<file path="src/rtl/regfile_alu_pkg.sv">
// regfile_alu_pkg: shared opcodes, operand-select codes and FSM encoding for regfile_alu_datapath
package regfile_alu_pkg;
  localparam logic [2:0] OP_ADD  = 3'd0;
  localparam logic [2:0] OP_SUB  = 3'd1;
  localparam logic [2:0] OP_AND  = 3'd2;
  localparam logic [2:0] OP_OR   = 3'd3;
  localparam logic [2:0] OP_XOR  = 3'd4;
  localparam logic [2:0] OP_PASS = 3'd5;
  localparam logic [2:0] OP_MUL  = 3'd6;
  localparam logic [2:0] OP_NOP  = 3'd7;
  localparam int SEL_X        = 0;
  localparam int SEL_ZERO     = 1;
  localparam int SEL_REG_BASE = 2;
  typedef enum logic {ST_IDLE, ST_MUL} state_t;
endpackage

</file>
<file path="src/rtl/regfile_alu_datapath_if.sv">
// regfile_alu_datapath_if: command/completion/debug bus of the register-file ALU datapath
// master drives cmd_*, x_in, rd_idx; slave returns cmd_ready, done_valid, result, flags, rd_data
interface regfile_alu_datapath_if #(
  parameter int WIDTH    = 4,
  parameter int NUM_REGS = 2
);
  localparam int IDX_W = ($clog2(NUM_REGS) > 1) ? $clog2(NUM_REGS) : 1;
  localparam int SEL_W = $clog2(NUM_REGS + 2);
  logic             cmd_valid;
  logic             cmd_ready;
  logic [2:0]       cmd_op;
  logic [SEL_W-1:0] cmd_a_sel;
  logic [SEL_W-1:0] cmd_b_sel;
  logic [IDX_W-1:0] cmd_dst;
  logic             cmd_wr_en;
  logic [WIDTH-1:0] x_in;
  logic             done_valid;
  logic [WIDTH-1:0] result;
  logic             flag_c;
  logic             flag_z;
  logic [IDX_W-1:0] rd_idx;
  logic [WIDTH-1:0] rd_data;
  modport master (
    output cmd_valid, cmd_op, cmd_a_sel, cmd_b_sel, cmd_dst, cmd_wr_en, x_in, rd_idx,
    input  cmd_ready, done_valid, result, flag_c, flag_z, rd_data
  );
  modport slave (
    input  cmd_valid, cmd_op, cmd_a_sel, cmd_b_sel, cmd_dst, cmd_wr_en, x_in, rd_idx,
    output cmd_ready, done_valid, result, flag_c, flag_z, rd_data
  );
endinterface

</file>
<file path="src/rtl/seq_mul.sv">
// seq_mul: iterative shift-add multiplier, low WIDTH bits of i_a*i_b, WIDTH iterations after i_start
// ports: clk, rst_n (async low), i_start loads operands, o_last high during the final iteration,
//        o_prod is the product as it will stand after the current iteration
module seq_mul #(
  parameter int WIDTH = 4
) (
  input  logic             clk,
  input  logic             rst_n,
  input  logic             i_start,
  input  logic [WIDTH-1:0] i_a,
  input  logic [WIDTH-1:0] i_b,
  output logic             o_last,
  output logic [WIDTH-1:0] o_prod
);
  localparam int CW = $clog2(WIDTH + 1);
  logic [CW-1:0]    r_cnt;
  logic [WIDTH-1:0] r_acc, r_mc, r_mp;
  logic [WIDTH-1:0] w_next;
  assign w_next = r_acc + (r_mp[0] ? r_mc : '0);
  assign o_last = r_cnt == CW'(1);
  // exposing the in-flight sum lets the owner write back on the last iteration edge
  assign o_prod = w_next;
  always_ff @(posedge clk or negedge rst_n) begin
    if (!rst_n) begin
      r_cnt <= '0;
      r_acc <= '0;
      r_mc  <= '0;
      r_mp  <= '0;
    end else if (i_start) begin
      r_cnt <= CW'(WIDTH);
      r_acc <= '0;
      r_mc  <= i_a;
      r_mp  <= i_b;
    end else if (r_cnt != '0) begin
      r_cnt <= r_cnt - 1'b1;
      r_acc <= w_next;
      r_mc  <= r_mc << 1;
      r_mp  <= r_mp >> 1;
    end
  end
endmodule

</file>
<file path="src/rtl/regfile_alu_datapath.sv">
// regfile_alu_datapath: NUM_REGS x WIDTH register file with muxed operands, single-cycle ALU and iterative MUL
// ports: clk, rst_n (async low), bus (slave): valid/ready command in, done pulse + result/flags out,
//        combinational debug read rd_idx -> rd_data
module regfile_alu_datapath
  import regfile_alu_pkg::*;
#(
  parameter int WIDTH    = 4,
  parameter int NUM_REGS = 2
) (
  input logic                  clk,
  input logic                  rst_n,
  regfile_alu_datapath_if.slave bus
);
  localparam int IDX_W = ($clog2(NUM_REGS) > 1) ? $clog2(NUM_REGS) : 1;
  localparam int SEL_W = $clog2(NUM_REGS + 2);
  logic [NUM_REGS-1:0][WIDTH-1:0] r_regs;
  state_t           r_state, w_next_state;
  logic [IDX_W-1:0] r_dst;
  logic             r_wr_en;
  logic             r_done, r_c, r_z;
  logic [WIDTH-1:0] r_result;
  logic [WIDTH-1:0] w_a, w_b, w_rd, w_prod, w_fin_res;
  logic [WIDTH:0]   w_alu;
  logic [IDX_W-1:0] w_fin_dst;
  logic             w_ready, w_acc, w_start, w_single, w_mul_last, w_mul_fin, w_fin, w_fin_we, w_fin_c;
  // unknown select codes fall through to zero
  function automatic logic [WIDTH-1:0] pick(input logic [SEL_W-1:0] s, input logic [WIDTH-1:0] x,
                                            input logic [NUM_REGS-1:0][WIDTH-1:0] rf);
    pick = (s == SEL_W'(SEL_X)) ? x : '0;
    for (int i = 0; i < NUM_REGS; i++)
      if (s == SEL_W'(i + SEL_REG_BASE)) pick = rf[i];
  endfunction
  assign w_a = pick(bus.cmd_a_sel, bus.x_in, r_regs);
  assign w_b = pick(bus.cmd_b_sel, bus.x_in, r_regs);
  always_comb begin
    w_alu = '0;
    case (bus.cmd_op)
      OP_ADD:  w_alu = {1'b0, w_a} + {1'b0, w_b};
      OP_SUB:  w_alu = {1'b0, w_a} - {1'b0, w_b};
      OP_AND:  w_alu = {1'b0, w_a & w_b};
      OP_OR:   w_alu = {1'b0, w_a | w_b};
      OP_XOR:  w_alu = {1'b0, w_a ^ w_b};
      OP_PASS: w_alu = {1'b0, w_a};
      default: w_alu = '0;
    endcase
  end
  seq_mul #(.WIDTH(WIDTH)) u_mul (
    .clk     (clk),
    .rst_n   (rst_n),
    .i_start (w_start),
    .i_a     (w_a),
    .i_b     (w_b),
    .o_last  (w_mul_last),
    .o_prod  (w_prod)
  );
  always_ff @(posedge clk or negedge rst_n) begin
    if (!rst_n) r_state <= ST_IDLE;
    else        r_state <= w_next_state;
  end
  always_comb begin
    w_next_state = (r_state == ST_IDLE) ? (w_start ? ST_MUL : ST_IDLE)
                                        : (w_mul_last ? ST_IDLE : ST_MUL);
  end
  always_comb begin
    w_ready   = r_state == ST_IDLE;
    w_mul_fin = (r_state == ST_MUL) && w_mul_last;
  end
  assign w_acc     = bus.cmd_valid && w_ready;
  assign w_start   = w_acc && bus.cmd_op == OP_MUL;
  assign w_single  = w_acc && bus.cmd_op != OP_MUL && bus.cmd_op != OP_NOP;
  assign w_fin     = w_single || w_mul_fin;
  assign w_fin_res = w_mul_fin ? w_prod : w_alu[WIDTH-1:0];
  assign w_fin_c   = !w_mul_fin && w_alu[WIDTH];
  assign w_fin_we  = w_mul_fin ? r_wr_en : bus.cmd_wr_en;
  assign w_fin_dst = w_mul_fin ? r_dst : bus.cmd_dst;
  always_ff @(posedge clk or negedge rst_n) begin
    if (!rst_n) begin
      r_regs   <= '0;
      r_dst    <= '0;
      r_wr_en  <= 1'b0;
      r_done   <= 1'b0;
      r_result <= '0;
      r_c      <= 1'b0;
      r_z      <= 1'b0;
    end else begin
      r_done <= (w_acc && !w_start) || w_mul_fin;
      if (w_start) begin
        r_dst   <= bus.cmd_dst;
        r_wr_en <= bus.cmd_wr_en;
      end
      if (w_fin) begin
        r_result <= w_fin_res;
        r_c      <= w_fin_c;
        r_z      <= w_fin_res == '0;
        // out-of-range destinations match no entry and are dropped
        for (int i = 0; i < NUM_REGS; i++)
          if (w_fin_we && w_fin_dst == IDX_W'(i)) r_regs[i] <= w_fin_res;
      end
    end
  end
  always_comb begin
    w_rd = '0;
    for (int i = 0; i < NUM_REGS; i++)
      if (bus.rd_idx == IDX_W'(i)) w_rd = r_regs[i];
  end
  assign bus.cmd_ready  = w_ready;
  assign bus.done_valid = r_done;
  assign bus.result     = r_result;
  assign bus.flag_c     = r_c;
  assign bus.flag_z     = r_z;
  assign bus.rd_data    = w_rd;
endmodule

</file>
<file path="src/flat_wrapper.sv">
// flat-port wrapper written by rule: the top's interface ports become plain ports
module regfile_alu_datapath_flat import regfile_alu_pkg::*;
#(
  parameter int WIDTH    = 4,
  parameter int NUM_REGS = 2
)
  (clk, rst_n, bus_cmd_valid, bus_cmd_op, bus_cmd_a_sel, bus_cmd_b_sel, bus_cmd_dst, bus_cmd_wr_en, bus_x_in, bus_rd_idx, bus_cmd_ready, bus_done_valid, bus_result, bus_flag_c, bus_flag_z, bus_rd_data);
  regfile_alu_datapath_if #(.WIDTH(WIDTH), .NUM_REGS(NUM_REGS)) bus_i ();
  input logic clk;
  input logic rst_n;
  input wire logic [$bits(bus_i.cmd_valid)-1:0] bus_cmd_valid;
  input wire logic [$bits(bus_i.cmd_op)-1:0] bus_cmd_op;
  input wire logic [$bits(bus_i.cmd_a_sel)-1:0] bus_cmd_a_sel;
  input wire logic [$bits(bus_i.cmd_b_sel)-1:0] bus_cmd_b_sel;
  input wire logic [$bits(bus_i.cmd_dst)-1:0] bus_cmd_dst;
  input wire logic [$bits(bus_i.cmd_wr_en)-1:0] bus_cmd_wr_en;
  input wire logic [$bits(bus_i.x_in)-1:0] bus_x_in;
  input wire logic [$bits(bus_i.rd_idx)-1:0] bus_rd_idx;
  output wire logic [$bits(bus_i.cmd_ready)-1:0] bus_cmd_ready;
  output wire logic [$bits(bus_i.done_valid)-1:0] bus_done_valid;
  output wire logic [$bits(bus_i.result)-1:0] bus_result;
  output wire logic [$bits(bus_i.flag_c)-1:0] bus_flag_c;
  output wire logic [$bits(bus_i.flag_z)-1:0] bus_flag_z;
  output wire logic [$bits(bus_i.rd_data)-1:0] bus_rd_data;
  assign bus_i.cmd_valid = bus_cmd_valid;
  assign bus_i.cmd_op = bus_cmd_op;
  assign bus_i.cmd_a_sel = bus_cmd_a_sel;
  assign bus_i.cmd_b_sel = bus_cmd_b_sel;
  assign bus_i.cmd_dst = bus_cmd_dst;
  assign bus_i.cmd_wr_en = bus_cmd_wr_en;
  assign bus_i.x_in = bus_x_in;
  assign bus_i.rd_idx = bus_rd_idx;
  assign bus_cmd_ready = bus_i.cmd_ready;
  assign bus_done_valid = bus_i.done_valid;
  assign bus_result = bus_i.result;
  assign bus_flag_c = bus_i.flag_c;
  assign bus_flag_z = bus_i.flag_z;
  assign bus_rd_data = bus_i.rd_data;
  regfile_alu_datapath #(.WIDTH(WIDTH), .NUM_REGS(NUM_REGS)) u_core (.clk(clk), .rst_n(rst_n), .bus(bus_i));
endmodule
</file>
<file path="config.mk">
export PLATFORM = sky130hd
export DESIGN_NAME = regfile_alu_datapath_flat
export DESIGN_NICKNAME = d
export VERILOG_FILES = /design/src/rtl/regfile_alu_pkg.sv /design/src/rtl/regfile_alu_datapath_if.sv /design/src/rtl/seq_mul.sv /design/src/rtl/regfile_alu_datapath.sv /design/src/flat_wrapper.sv
export SDC_FILE = /design/constraint.sdc
export NUM_CORES = 1
export LEC_CHECK = 0
export ABC_AREA = 0
export ABC_CLOCK_PERIOD_IN_PS = 8200
export CAP_MARGIN = 5
export CORE_UTILIZATION = 53
export CTS_BUF_LIST = sky130_fd_sc_hd__clkbuf_4
export CTS_CLUSTER_DIAMETER = 50
export DETAILED_ROUTE_END_ITERATION = 8
export DONT_BUFFER_PORTS = 1
export PLACE_DENSITY = 0.77
export SYNTH_ARGS = -nofsm -noshare
export SYNTH_HDL_FRONTEND = slang
export SYNTH_SLANG_ARGS = --single-unit
</file>
<file path="constraint.sdc">
create_clock -name clk -period 8.2 [get_ports clk]
set_input_delay 1.64 -clock clk [delete_from_list [all_inputs] [get_ports clk]]
set_output_delay 1.64 -clock clk [all_outputs]
set_load 0.005 [all_outputs]
</file>
Word level (Yosys, flattened, before mapping) --
Index checks and enable logic that the tools add are counted.
Cells by class: reduce and logical (&&, ||, !) cells 21, bitwise gates (word level) 5, $add $sub $neg 4, equal/unequal tests 13, multiplexer cells 23
Operators by type and width (number):
- $mux 4 | 15
- $pmux 5 s6 | 1
- $eq 3x3->1 const B | 3
- $logic_and 1x1->1 | 9
- $eq 2x2->1 const B | 4
- $eq 3x1->1 const B | 2
- $eq 3x2->1 const B | 2
- $mux 3 | 2
- $ne 3x3->1 const B | 2
- $add 4x4->5 | 1
- $mux 1 | 5
- $sub 4x4->5 | 1
- $add 4x4->4 | 1
- $and 4x4->4 | 1
- $logic_not 2->1 | 2
- $logic_not 4->1 | 1
- $or 4x4->4 | 1
- $reduce_and 2->1 | 2
- $xor 4x4->4 | 1
- $logic_not 3->1 | 1
- $reduce_bool 3->1 | 1
- $sub 3x1->3 const B | 1
- $logic_not 1->1 | 2
- $logic_or 1x1->1 | 2
- other kinds (2) | 3
Word-level totals: bits in registers 33, input port bits 17, word-level logic and storage cells 79

Depth between registers and ports, before layout --
Gate-level depths: netlist of the first run.
depth in word-level cells 8, gate-level depth with buffers 12

Cells and area by module --
A second synthesis of the first run with hierarchy kept.
Second synthesis, totals: cell total of the unflattened synthesis 242, area, all modules 2348.5 um2
Modules (own cells, without submodules):
- regfile_alu_datapath | instances 1, cells each 156, area each 1506.4 um2
- seq_mul | instances 1, cells each 86, area each 842.1 um2

Least setup slack after synthesis of the first run --
OpenSTA, ideal clock, no wires.
path kind input to register, start point input port bus_cmd_b_sel[0], end point register u_core.r_z, in the netlist u_core.bus.flag_z, library setup time 76 ps, arrival time 4358 ps, cell stages on the path 11, buffers on the path 0, path slack 3765 ps, cells stage by stage mux2_2 > a22oi_1 > ha_1 > o21ai_0 > fa_1 > nor3b_1 > a211oi_1 > o22ai_1 > a31o_1 > or4_1 > o21ai_1
On the way: word-level cells in the longest chain between the ends 8, elaborated cells on any way between the ends 14, classes of those cells add/sub (2); eq/ne (2); mux (5); bitwise (3); reduce/logical (2)
Ends and longest elaborated chain:
- start: declaration | line flat_wrapper.sv:14 | input wire logic [$bits(bus_i.cmd_b_sel)-1:0] bus_cmd_b_sel;
- $logic_not 2->1 | line regfile_alu_datapath.sv:29 | pick = (s == SEL_W'(SEL_X)) ? x : '0;
- $mux 4 | line regfile_alu_datapath.sv:29
- $mux 4 | line regfile_alu_datapath.sv:31 | if (s == SEL_W'(i + SEL_REG_BASE)) pick = rf[i];
- $mux 4 * | line regfile_alu_datapath.sv:31
- $sub 4x4->5 (tied with other cells) | line regfile_alu_datapath.sv:39 | OP_SUB: w_alu = {1'b0, w_a} - {1'b0, w_b};
- $pmux 5 s6 * | line regfile_alu_datapath.sv:37 | case (bus.cmd_op)
- $mux 4 * | line regfile_alu_datapath.sv:72 | assign w_fin_res = w_mul_fin ? w_prod : w_alu[WIDTH-1:0];
- $logic_not 4->1 * | line regfile_alu_datapath.sv:94 | r_z <= w_fin_res == '0;
- end signal: assignment | line regfile_alu_datapath.sv:84 | r_z <= 1'b0;
- end signal: assignment | line regfile_alu_datapath.sv:94
- end: declaration | line regfile_alu_datapath.sv:20 | logic r_done, r_c, r_z;
Mark *: on every way between the ends. The rest lies on a longest branch, timed or not. A chain may end at the register's enable or synchronous reset.

Worst setup path in the final report of the first run --
Ends and elaborated chain as after synthesis.

==> results of run 1 <==
==> metal layers <==
layer,wire length (µm),part of all wire (%)
met4,31,0.65
met2,2360,50
met1,2160,45
met5,0,0
met3,208,4.4
==> final timing paths <==
| check | endpoint | cells after the start |
|---|---|---|
| worst max-delay path | u_core.bus.flag_z | 11 |
| worst min-delay path | u_core.r_dst | 2 |
| worst max register to register | u_core.bus.flag_z | 11 |
| worst min register to register | u_core.r_dst | 2 |
| max in group asynchronous | u_core.r_regs[1] | 0 |
| min in group asynchronous | u_core.u_mul.r_cnt[1] | 0 |
==> worst min-delay path: cells and delay by family (launching register included) <==
kind          cells  cell delay [ps]
flops             1              370
simple gates      2              110
==> power by group <==
| part | switching [mW] | internal, mW |
|---|---|---|
| logic | 0.159 | 0.147 |
| clock network | 0.0520 | 0.0668 |
| registers | 0.0478 | 0.219 |
| total | 0.259 | 0.432 |
==> Yosys cell counts, types with 2 or more instances <==
cell type	instances	area share, %
dfrtp_1	33	35
nand2_1	24	3.8
ha_1	18	9.6
inv_1	16	2.6
mux2_2	15	7.2
nor2_1	14	2.2
a21oi_1	11	2.4
o21ai_0	11	2.4
mux2_1	7	3.4
mux2i_1	7	3.0
xnor2_1	7	2.6
a22oi_1	5	1.6
clkbuf_1	5	0.80
nand3_1	5	1.1
nor2b_1	5	1.3
a211oi_1	4	1.3
a21o_1	4	1.3
a31oi_1	4	1.1
nand3b_1	4	1.3
nor3b_1	3	0.96
and2_1	2	0.53
buf_2	2	0.43
fa_1	2	1.7
mux2_4	2	1.3
nand2b_1	2	0.53
nor3_1	2	0.43
xor2_1	2	0.75
==> registers in the layout, summed over array words and instances, names as in the netlist <==
signal and count:
u_core.u_mul.r_mp 4, u_core.r_dst 1, u_core.u_mul.r_acc 4, u_core.bus.done_valid 1
u_core.r_regs 8, u_core.u_mul.r_cnt 3, u_core.r_state 1, u_core.r_wr_en 1
u_core.bus.result 4, u_core.bus.flag_z 1, u_core.bus.flag_c 1, u_core.u_mul.r_mc 4
==> kinds of logic after synthesis <==
| kind of cell | count (synthesis) | share of synthesized area [%] |
|---|---|---|
| AND/OR/NAND/NOR | 67 | 14.4 |
| AO/OA/AOI/OAI | 55 | 16.7 |
| flip-flops | 33 | 35.3 |
| multiplexers | 31 | 14.9 |
| buffers and inverters | 24 | 4.12 |
| adder cells (fa/ha/maj) | 20 | 11.3 |
| XOR/XNOR | 9 | 3.37 |
==> through the flow <==
stage	setup WS [ps]	utilization, %	std cells	power [mW]	hold WS (ps)
after floorplan	3770	-	239	0.507	460
after global placement	3660	57.8	282	0.564	483
after detailed placement	3580	57.8	282	0.574	498
after CTS	3930	59.7	290	0.695	523
after global routing	3800	59.7	290	0.748	559
final	3900	59.7	290	0.691	518
==> placed cells by master, fill, tap and decap left out, types with 5 or more instances in the layout <==
cell type  netlist  layout
nand3_1          5       5
clkbuf_4         0       6
mux2_1           7       7
inv_1           16      16
mux2_2          15      15
a21oi_1         11      11
a22oi_1          5       5
nor2b_1          5       5
o21ai_0         11      11
dfrtp_1         33      33
nor2_1          14      14
mux2i_1          7       7
nand2_1         24      24
xnor2_1          7       7
ha_1            18      18
==> area by class of cell <==
class | count | area [µm²] | area share (%)
multi-input combinational | 182 | 1420 | 57.9
sequential | 33 | 826 | 33.6
tap | 50 | 62.6 | 2.54
inverter | 16 | 60.1 | 2.44
clock buffer | 6 | 45.0 | 1.83
clock inverter | 2 | 33.8 | 1.37
timing repair buffer | 1 | 7.51 | 0.305
==> metrics.txt, run 1 <==
Synth warnings=0; GR Util All Layers=23.7%; M2 GR Usage=39.5%; Fillers=348; Post-synth ARST share=100%; sequential area share after synthesis=35.3%; GRT busiest layer=met2; CTS tree=built; die width=68.5 µm; Mean Syn Cell Area=9.79 µm²; 1st-pass router iterations=4; Post-DP Area=2380 µm²; GR Util met1=30.6%; crit path launch=bus_cmd_b_sel[0]; critical path required time=8460 ps; CTS Hold Bufs=0; clk sinks=33; worst r2r src=u_core.r_regs[4]; DR iter-0 viols=128; vias in the first global route=1,781; post-route cell area=2460 µm²; Detailed Place HPWL=3.60 mm; status=finished, final reports clean; gpl congestion=0.834; cell area after synthesis=2340 µm²; Setup-failing EPs final=0; CTS root buffer=clkbuf_4; number of cell rows=23; max_slew headroom=25.2%; Register-to-Register Setup Slack=4830 ps; Core ar.=4120 µm²; Max Slew Vio Count=0; Post-CTS Setup Bufs=0; clk_lat worst skew=320 ps; syn nets=276; H-tree Lvls=2; antenna viol nets, final=0; pwr dens=281 nW/µm²; # diodes=0; Total Routed Length=4.76 mm; initial antenna violation count=0; Final Hold Vio Count=0; clk_skew=7.14 ps; Vias=1,711; Fmax=233 MHz; nets=276; TritonCTS Buffers=5; I/O Buffers=0; Final min period=4300 ps; fraction of layout cells with a size suffix above 1=13.3%; CP peak stage delay=460 ps; Starting Density=56.9%; DRC=0; CP cell instances=mux2_2 > a22oi_1 > ha_1 > o21ai_0 > fa_1 > nor3b_1 > a211oi_1 > o22ai_1 > a31o_1 > or4_1 > o21ai_1; Worst Hold Class=reg -> reg; clock-pin transition on the worst setup and hold timing paths=100 ps; vias per cell=5.90; Netlist cell types=50; Leak=1.16 nW; CTS resizes=0; GRT overflow=0; synthesized instance count=239; TNS Setup=0 ps; largest net degree at the start of global routing=34; die area=4690 µm²; CP Capture Type=flop; Area Overhead vs Synth=5.02%; Max Cap Violations=0; crit-path leading delay family=compound AO/OA/AOI/OAI gates; Hold Path Origin=u_core.r_dst; EDFF count, synth=0; first-pass GRT wire length=8.07 mm; num ports=29; Worst-Margin Slew=1120 ps; Crit path arrival time=4550 ps; Worst Path Buf+Inv=0; deepest clock path buffer count=2; register bit count reported by yosys=33; crit-path max FO=6; final worst-path cycle share=52.4%; Die Y=68.5 µm; Worst path slowest cell=fa_1; WL/cell=16.4 µm; ys flop type=dfrtp_1; unrepaired setup endpoints after global routing=false; Crit Path Class=in -> reg; type of origin of the critical path=primary input; Global Route met3 Usage=5.33%; worst vdd ir=0.195 mV
No activity file was read; power rests on OpenSTA's default activity.
==> run 2: changes to the inputs <==
Settings changed: ABC_CLOCK_PERIOD_IN_PS 8200 to 4000.
Clock period 8.2 ns to 4 ns, I/O delays scaled along.
==> run 2 against run 1 <==
  * Critical path depth unchanged
  * Sequential share of layout area down 0.20 points
  * Via count up 4.0%
  * Critical endpoint unchanged
  * Sequential power up 110%
  * Combinational power up 110%
  * First-iteration DRC count down 46%
  * Largest power group unchanged
  * Core utilization up 0.36 points
  * Power up 110%
  * Setup slack worse by 3200 ps
  * Critical path type unchanged
  * Flip-flop and latch count unchanged
==> metrics.txt, run 2 (synthesis results as in run 1) <==
internal cell power=0.891 mW (was 0.432 mW); Leak=1.17 nW (was 1.16 nW); crit-path max FO=6 (unchanged); critical path required time=4290 ps (was 8460 ps); CP peak stage delay=460 ps (about the same); Crit path depth=11 (unchanged); type of origin of the critical path=primary input (unchanged); switching power=0.548 mW (was 0.259 mW); CTS tree=built (unchanged); vias in the first global route=1,799 (was 1,781); Total Routed Length=4.84 mm (was 4.76 mm); sw frac=38.1% (was 37.5%); first-pass GRT wire length=8.02 mm (was 8.07 mm); Fmax=302 MHz; status=finished, final reports clean (unchanged); crit path launch=bus_cmd_b_sel[0] (unchanged); Comb power frac=44.1% (was 44.3%); die area=4690 µm² (unchanged); number of cell rows=23 (unchanged); num ports=29 (unchanged); unrepaired setup endpoints after global routing=false (unchanged); clk sinks=33 (unchanged); crit-path leading delay family=compound AO/OA/AOI/OAI gates (unchanged); Area Overhead vs Synth=5.67% (was 5.02%); H-tree Lvls=2 (unchanged); worst r2r src=u_core.r_regs[1] (was u_core.r_regs[4]); GR Util All Layers=23.7% (about the same); Worst path slowest cell=fa_1 (unchanged); Die Y=68.5 µm (unchanged); final worst-path cycle share=82.8%; vias per cell=6.10 (was 5.90); largest net degree at the start of global routing=34 (unchanged); Crit Reg-Reg Endpoint=u_core.bus.flag_z (unchanged); I/O Buffers=0 (unchanged); Worst Hold Class=in -> async (was reg -> reg); CTS resizes=0 (unchanged); Register-to-Register Setup Slack=700 ps (was 4830 ps); DRC=0 (unchanged); Core ar.=4120 µm² (unchanged); Max Slew Vio Count=0 (unchanged); Starting Density=56.9% (unchanged); Crit Path Class=in -> reg (unchanged); Setup-failing EPs final=0 (unchanged); antenna viol nets, final=0 (unchanged); nets=278 (was 276); max_slew headroom=27.0% (was 25.2%); Vias=1,780 (was 1,711); Worst Path Buf+Inv=0 (unchanged); CTS Hold Bufs=0 (unchanged); GRT overflow=0 (unchanged); Largest register FFs=8 (unchanged); R2R cell count=11 (unchanged); commonest non-fill, non-tap cell in the layout=dfrtp_1 (unchanged); Seq pwr share=38.1% (was 38.6%); clock network fraction of total power=17.8% (was 17.2%); Max Cap Violations=0 (unchanged); WL/cell=16.6 µm (was 16.4 µm); CP Capture Type=flop (unchanged); TritonCTS Buffers=5 (unchanged); DR iter-0 viols=69 (was 128); CP cell instances=mux2_4 > a21oi_4 > ha_1 > o21ai_0 > fa_1 > nor3b_1 > a211oi_1 > o22ai_1 > a31o_1 > or4_1 > o21ai_1 (was mux2_2 > a22oi_1 > ha_1 > o21ai_0 > fa_1 > nor3b_1 > a211oi_1 > o22ai_1 > a31o_1 > or4_1 > o21ai_1); # diodes=0 (unchanged); most frequent cells in the layout=33 x dfrtp_1, 24 x nand2_1, 18 x ha_1, 16 x inv_1, 15 x mux2_2 (unchanged); Post-CTS Setup Bufs=0 (unchanged); Final Hold Vio Count=0 (unchanged); Crit path arrival time=3600 ps (was 4550 ps); Worst-Margin Slew=1090 ps (was 1120 ps); fraction of layout cells with a size suffix above 1=14.0% (was 13.3%); largest register by flop count=u_core.r_regs (unchanged); initial antenna violation count=0 (unchanged); worst vdd ir=0.377 mV (was 0.195 mV); clock-pin transition on the worst setup and hold timing paths=110 ps (was 100 ps); pwr dens=582 nW/µm² (was 281 nW/µm²); Final min period=3310 ps; worst setup path endpoint=u_core.bus.flag_z (unchanged); 1st-pass router iterations=4 (unchanged); Detailed Place HPWL=3.68 mm (was 3.60 mm); gpl congestion=0.848 (was 0.834); clk_lat worst skew=350 ps (was 320 ps); clk_skew=17.9 ps (was 7.14 ps); die width=68.5 µm (unchanged); TNS Setup=0 ps (unchanged); CTS root buffer=clkbuf_4 (unchanged); Tot Pwr=1.44 mW (was 0.691 mW); deepest clock path buffer count=2 (unchanged)
run 2: how the worst min path moves through the flow:
stage / from / depth (start not counted) / end
after global routing: rst_n / 0 / u_core.u_mul.r_acc[1]
after detailed placement: u_core.r_dst / 2 / u_core.r_dst
after global placement: u_core.u_mul.r_mp[3] / 2 / u_core.u_mul.r_mp[3]
after floorplan: u_core.r_dst / 2 / u_core.r_dst
final: rst_n / 0 / u_core.u_mul.r_acc[1]
after CTS: rst_n / 0 / u_core.u_mul.r_cnt[2]
run 2: layout make-up:
type	instances	area, µm²
Clock buffer	6	45.0
Clock inverter	2	33.8
Fill cell	352	1640
Inverter	16	60.1
Multi-Input combinational cell	182	1420
Sequential cell	33	826
Tap cell	50	62.6
Timing Repair Buffer	3	22.5
run 2: metrics by stage:
| step | cell area, µm² | utilization (%) | hold slack [ps] | instances | setup slack (ps) |
|---|---|---|---|---|---|
| floorplan | 2340 | - | 460 | 239 | 405 |
| global placement | 2390 | 58.2 | 481 | 284 | 411 |
| detailed placement | 2390 | 58.2 | 499 | 284 | 322 |
| CTS | 2470 | 60.1 | 115 | 292 | 690 |
| global route | 2470 | 60.1 | 102 | 292 | 532 |
| finish | 2470 | 60.1 | 124 | 292 | 686 |
run 2: power by group through the flow:
| stage | Sequential, mW | Combinational [mW] | Clock, mW |
|---|---|---|---|
| 6_report | 0.548 | 0.634 | 0.256 |
| 5_1_grt | 0.562 | 0.709 | 0.274 |
| 4_1_cts | 0.548 | 0.635 | 0.259 |
| 3_5_place_dp | 0.555 | 0.630 | 0 |
| 3_3_place_gp | 0.548 | 0.616 | 0 |
| 2_1_floorplan | 0.519 | 0.520 | 0 |
run 2: worst register-to-register path, cell delays in order (launching register included):
cell,delay [ps]
dfrtp_1,440
mux2_4,300
a21oi_4,240
ha_1,270
o21ai_0,300
fa_1,460
nor3b_1,150
a211oi_1,190
o22ai_1,100
a31o_1,220
or4_1,460
o21ai_1,120
run 2: per-layer routing:
layer	wire length, µm	GRT usage (%)
met1	2150	28.6
met2	2370	40.4
met3	226	5.67
met4	93	9.11
met5	0	0
